## src/rtl/svga_pkg.sv

```systemverilog
// Shared SVGA 800x600@72 Hz timing constants.
//   Totals: 1040 clocks per line, 666 lines per frame, one pixel per 50 MHz clock.
//   *_SYNC_START is the first sync clock/line; *_SYNC_END is one past the last.
package svga_pkg;

    localparam int H_ACTIVE = 800;
    localparam int H_FRONT  = 56;
    localparam int H_SYNC   = 120;
    localparam int H_BACK   = 64;
    localparam int H_TOTAL  = H_ACTIVE + H_FRONT + H_SYNC + H_BACK;

    localparam int V_ACTIVE = 600;
    localparam int V_FRONT  = 37;
    localparam int V_SYNC   = 6;
    localparam int V_BACK   = 23;
    localparam int V_TOTAL  = V_ACTIVE + V_FRONT + V_SYNC + V_BACK;

    localparam int H_SYNC_START = H_ACTIVE + H_FRONT;
    localparam int H_SYNC_END   = H_SYNC_START + H_SYNC;
    localparam int V_SYNC_START = V_ACTIVE + V_FRONT;
    localparam int V_SYNC_END   = V_SYNC_START + V_SYNC;

    localparam int X_W = 11;
    localparam int Y_W = 10;

endpackage

```

## src/rtl/sync_axis_counter.sv

```systemverilog
// One raster axis (horizontal or vertical): a wrapping position counter plus
// registered sync decode and the next-state active decode.
//   clock       : rising-edge clock
//   reset       : synchronous active-high; parks count on the last position
//   advance     : step the counter this clock
//   count       : current position, 0..TOTAL-1
//   wrap        : count is on the last position (next advance wraps to 0)
//   active_next : the position loaded at the next edge lies in the active region
//   sync        : registered sync, POL while inside the sync window
module sync_axis_counter #(
    parameter int ACTIVE = 800,
    parameter int FRONT  = 56,
    parameter int SYNC   = 120,
    parameter int BACK   = 64,
    parameter bit POL    = 1'b1,
    parameter int WIDTH  = 11
) (
    input  logic             clock,
    input  logic             reset,
    input  logic             advance,
    output logic [WIDTH-1:0] count,
    output logic             wrap,
    output logic             active_next,
    output logic             sync
);

    localparam int TOTAL = ACTIVE + FRONT + SYNC + BACK;

    localparam logic [WIDTH-1:0] LAST       = WIDTH'(TOTAL - 1);
    localparam logic [WIDTH:0]   ACT_END    = (WIDTH+1)'(ACTIVE);
    localparam logic [WIDTH:0]   SYNC_START = (WIDTH+1)'(ACTIVE + FRONT);
    localparam logic [WIDTH:0]   SYNC_END   = (WIDTH+1)'(ACTIVE + FRONT + SYNC);

    logic [WIDTH:0]   count_inc;
    logic [WIDTH-1:0] count_next;
    logic [WIDTH:0]   next_ext;

    assign wrap      = (count == LAST);
    assign count_inc = {1'b0, count} + 1'b1;

    always_comb begin
        count_next = count;
        if (advance)
            count_next = wrap ? '0 : count_inc[WIDTH-1:0];
    end

    // Decodes look at the value being loaded so they line up with count.
    assign next_ext    = {1'b0, count_next};
    assign active_next = (next_ext < ACT_END);

    always_ff @(posedge clock) begin
        if (reset) begin
            count <= LAST;
            sync  <= ~POL;
        end else begin
            count <= count_next;
            sync  <= ((next_ext >= SYNC_START) && (next_ext < SYNC_END)) ? POL : ~POL;
        end
    end

endmodule

```

## src/rtl/svga_timing_gen.sv

```systemverilog
// SVGA raster timing generator, one pixel per clock.
//   clock        : 50 MHz pixel clock
//   reset        : synchronous active-high; parks on the last blanking pixel
//   hsync/vsync  : registered syncs, HSYNC_POL/VSYNC_POL when asserted
//   video_enable : registered, high inside the visible area
//   pixel_x/y    : current column/line, straight from the counters
//   frame_start  : registered one-clock pulse at (0, 0)
module svga_timing_gen
    import svga_pkg::*;
#(
    parameter int H_ACTIVE  = svga_pkg::H_ACTIVE,
    parameter int H_FRONT   = svga_pkg::H_FRONT,
    parameter int H_SYNC    = svga_pkg::H_SYNC,
    parameter int H_BACK    = svga_pkg::H_BACK,
    parameter int V_ACTIVE  = svga_pkg::V_ACTIVE,
    parameter int V_FRONT   = svga_pkg::V_FRONT,
    parameter int V_SYNC    = svga_pkg::V_SYNC,
    parameter int V_BACK    = svga_pkg::V_BACK,
    parameter bit HSYNC_POL = 1'b1,
    parameter bit VSYNC_POL = 1'b1
) (
    input  logic           clock,
    input  logic           reset,
    output logic           hsync,
    output logic           vsync,
    output logic           video_enable,
    output logic [X_W-1:0] pixel_x,
    output logic [Y_W-1:0] pixel_y,
    output logic           frame_start
);

    logic h_wrap, v_wrap;
    logic h_act_next, v_act_next;

    sync_axis_counter #(
        .ACTIVE(H_ACTIVE), .FRONT(H_FRONT), .SYNC(H_SYNC), .BACK(H_BACK),
        .POL(HSYNC_POL), .WIDTH(X_W)
    ) u_h (
        .clock(clock), .reset(reset), .advance(1'b1),
        .count(pixel_x), .wrap(h_wrap), .active_next(h_act_next), .sync(hsync)
    );

    sync_axis_counter #(
        .ACTIVE(V_ACTIVE), .FRONT(V_FRONT), .SYNC(V_SYNC), .BACK(V_BACK),
        .POL(VSYNC_POL), .WIDTH(Y_W)
    ) u_v (
        .clock(clock), .reset(reset), .advance(h_wrap),
        .count(pixel_y), .wrap(v_wrap), .active_next(v_act_next), .sync(vsync)
    );

    // Next position is (0, 0) exactly when both axes sit on their last value.
    always_ff @(posedge clock) begin
        if (reset) begin
            video_enable <= 1'b0;
            frame_start  <= 1'b0;
        end else begin
            video_enable <= h_act_next & v_act_next;
            frame_start  <= h_wrap & v_wrap;
        end
    end

endmodule

```

## config.mk

```make
export PLATFORM = sky130hd
export DESIGN_NAME = svga_timing_gen
export DESIGN_NICKNAME = d
export VERILOG_FILES = /design/src/rtl/svga_pkg.sv /design/src/rtl/sync_axis_counter.sv /design/src/rtl/svga_timing_gen.sv
export SDC_FILE = /design/constraint.sdc
export NUM_CORES = 1
export LEC_CHECK = 0
export ABC_AREA = 1
export ABC_CLOCK_PERIOD_IN_PS = 2300
export BUFFER_PORTS_ARGS = -buffer_cell sky130_fd_sc_hd__clkbuf_2
export CAP_MARGIN = 40
export CORE_MARGIN = 5
export CORE_UTILIZATION = 36
export DETAILED_ROUTE_END_ITERATION = 6
export PLACE_DENSITY = 0.64
export SLEW_MARGIN = 20
export SYNTH_ARGS = -nofsm -noshare
export SYNTH_HDL_FRONTEND = slang
export SYNTH_SLANG_ARGS = --single-unit
```

## constraint.sdc

```tcl
create_clock -name clock -period 2.3 [get_ports clock]
set_input_delay 0.23 -clock clock [delete_from_list [all_inputs] [get_ports clock]]
set_output_delay 0.23 -clock clock [all_outputs]
set_load 0.01 [all_outputs]
```

==> metrics.json <==
{
  "run_status": "finished clean",
  "yosys_warnings": 0,
  "top_level_ports": 27,
  "crit-reg2reg-capture": "u_h.sync",
  "synth_nets": 281,
  "hold_path_startpoint": "reset",
  "grt_overflow_total": 0,
  "hp-class": "in2reg",
  "routed_wirelength_mm": 4.182,
  "netlist_top_cells_area": "sky130_fd_sc_hd__dfxtp_1, sky130_fd_sc_hd__nand2_1, sky130_fd_sc_hd__nor2_1",
  "filler_cell_count": 530,
  "finalSetupTns_ns": 0,
  "clock_skew_ns": 0.005333,
  "post_dp_cell_area_um2": 1906,
  "numCtsBuffers": 3,
  "drt_first_iter_violations": 89,
  "detail_route.vias_per_cell": 4.880,
  "synth.yosys.seq_area_share": 0.2905,
  "cp_cell_instances": "ha_1 > nand3_1 > nor2_1 > nand2_1 > buf_4 > nand3_4 > nand3_2 > nor2_2 > nand2_1 > nand2_1 > nand2_1 > nand2_1 > inv_1",
  "synthesized_area_per_cell_um2": 6.242,
  "netlist-cell-type-count": 27,
  "wire_per_inst_um": 11.68,
  "yosys.area.top_type_share": 0.2905,
  "grt_start_max_net_pins": 14,
  "finalWeightedCongestion": 0.9016,
  "tritoncts_num_sinks": 25,
  "worst_ir_drop_vdd_uv": 603.9,
  "timing.reg2reg.worst_path_depth": 13,
  "cts-hold-fix-buffers": 0,
  "min_delay_path_depth": 2,
  "drc": 0,
  "multi_input_comb_area_um2": 1069,
  "start_kind": "register",
  "post-route-period-util": 0.8714,
  "synth_seq_cells": 25,
  "io_buffers": 26,
  "timing.fmax_mhz": 499.0,
  "netlist_instances": 276,
  "die-area_um2": 6269,
  "design.core.area_um2": 4692,
  "cellPowerDensity_nw_per_um2": 1463,
  "level_count_of_the_clock_h_tree": 1,
  "hold-path-endpoint": "u_h.count[4]",
  "crit_type": "reg2reg",
  "cp_data_arrival_time_ns": 2.18,
  "critPathMostFrequentCell": "sky130_fd_sc_hd__nand2_1",
  "setup_viol": 0,
  "regToRegSetupSlack_ns": 0.30,
  "cp_slowest_cell": "sky130_fd_sc_hd__dfxtp_1",
  "slowest_delay_ns": 0.41,
  "global_route_wire_length_before_repair_mm": 7.300,
  "syn-cell-area_um2": 1723,
  "insertedDiodeCount": 0,
  "cts_root_buf": "sky130_fd_sc_hd__clkbuf_8",
  "max-slew-margin-rel": 0.7530,
  "syn_to_final_growth_pct": 13.22,
  "report.final.slew_viol_count": 0,
  "gr-usage-all-layers": 0.1421,
  "drtAntennaViolNets": 0,
  "number_of_rows_created_at_floorplan": 25,
  "final_hold_viol_count": 0,
  "dr.pass1.iters": 4,
  "drive_gt1_frac": 0.1941,
  "synth_top_area_cell": "sky130_fd_sc_hd__dfxtp_1",
  "antenna_found_initial": 0,
  "clk-insertion-delay-late_ns": 0.27,
  "worst_setup_hold_path_clk_slew_ns": 0.09,
  "fin_area_um2": 1951,
  "grt_setup_unrepaired": "no",
  "layout.cells.most_common_list": "sky130_fd_sc_hd__nand2_1, sky130_fd_sc_hd__nor2_1, sky130_fd_sc_hd__inv_1, sky130_fd_sc_hd__nand3_1, sky130_fd_sc_hd__clkbuf_2",
  "die_height_um": 79.18,
  "crit_required_ns": 2.48,
  "max_slew.worst_pin.slew_ns": 0.3678,
  "cts_max_path_buffers": 2,
  "r2r_path_start": "u_h.count[0]",
  "maximum_capacitance_violations": 0,
  "crit_path_end_kind": "register",
  "tritoncts": "built",
  "num_vias": 1747,
  "period_needed_ns": 2.004,
  "top_fanout_value_on_the_critical_path": 7,
  "chipWidth_um": 79.18,
  "hpwlAfterDp_mm": 3.309,
  "post_cts.repair.setup_buffers": 0,
  "grt_pass1_vias": 1661,
  "static-leakage-power_nw": 1.030,
  "floorplan.initialDensity": 0.3672,
  "cts_resized": 0,
  "ff_latch_area_um2": 500.5,
  "num-nets-final": 310,
  "final_common_cell": "sky130_fd_sc_hd__nand2_1"
}
## cell families (layout without fill, tap and decap cells)
| group | count (synthesis) | after routing | share of synthesized area |
|---|---|---|---|
| simple gates | 197 | 197 | 0.5476 |
| fa+ha+maj | 3 | 3 | 0.02179 |
| buf+inv | 37 | 65 | 0.08933 |
| compound gates | 11 | 11 | 0.03558 |
| xor+xnor | 3 | 3 | 0.01525 |
| flops | 25 | 25 | 0.2905 |
## cell usage after synthesis (all sizes together)
library cell	number
ha	3
a21oi	3
o21ai	7
clkbuf	2
nor2	52
xor2	2
nand3b	1
nand4	5
dfxtp	25
a21boi	1
nor3	3
and2	1
xnor2	1
nand2	99
or2	1
inv	33
nand3	35
buf	2
## cell type report
type | count | share of cell area
clock buffers | 4 | 0.02309
flip-flops and latches | 25 | 0.2566
well taps | 54 | 0.03464
repair buffers | 28 | 0.07441
inverters | 33 | 0.06350
multi-input cells | 214 | 0.5478
## through the flow
stage / utilization / cells / total power, mW / worst slack [ns] / hold WS, ns
floorplan: - / 276 / 2.143 / 0.5848 / 0.3024
detailed placement: 0.4061 / 354 / 2.608 / 0.3000 / 0.5438
CTS: 0.4157 / 358 / 2.878 / 0.2726 / 0.3549
finish: 0.4157 / 358 / 2.854 / 0.2959 / 0.3552
global route: 0.4157 / 358 / 3.139 / 0.06480 / 0.3837
global placement: 0.4061 / 354 / 2.607 / 0.2959 / 0.5266
## how the worst max path moves through the flow
| stage | start | end | slack, ns |
|---|---|---|---|
| floorplan | u_h.count[0] | video_enable | 0.58 |
| global placement | u_h.count[0] | video_enable | 0.30 |
| detailed placement | u_h.count[0] | u_h.sync | 0.30 |
| CTS | u_h.count[0] | u_h.sync | 0.27 |
| global route | u_h.count[0] | u_h.sync | 0.06 |
| finish | u_h.count[0] | u_h.sync | 0.30 |
## worst max-delay path, delay by kind of cell, from the launching register on
kind	cells	cell delay, ns
simple gates	10	1.00
buf+inv	2	0.28
fa+ha+maj	1	0.23
flops	1	0.41
## routing by layer
| metal | GRT usage | wire (um) | vias up |
|---|---|---|---|
| met3 | 0.03175 | 248 | 6 |
| met2 | 0.2399 | 1902 | 53 |
| met1 | 0.1792 | 1954 | 771 |
| met4 | 0.04467 | 76 | 0 |
| li1 | - | - | 917 |
| met5 | 0 | 0 | - |
## power breakdown
group	internal (mW)	switching (mW)
Combinational	0.649	1.18
Clock	0.124	0.140
Sequential	0.575	0.189
Total	1.35	1.51
## state kept, by name, summed over array words and instances, names as in the netlist
name and cells:
video_enable 1, u_h.sync 1, frame_start 1, u_v.sync 1
u_v.count 10, u_h.count 11
Power figures use the tool's default switching activity.
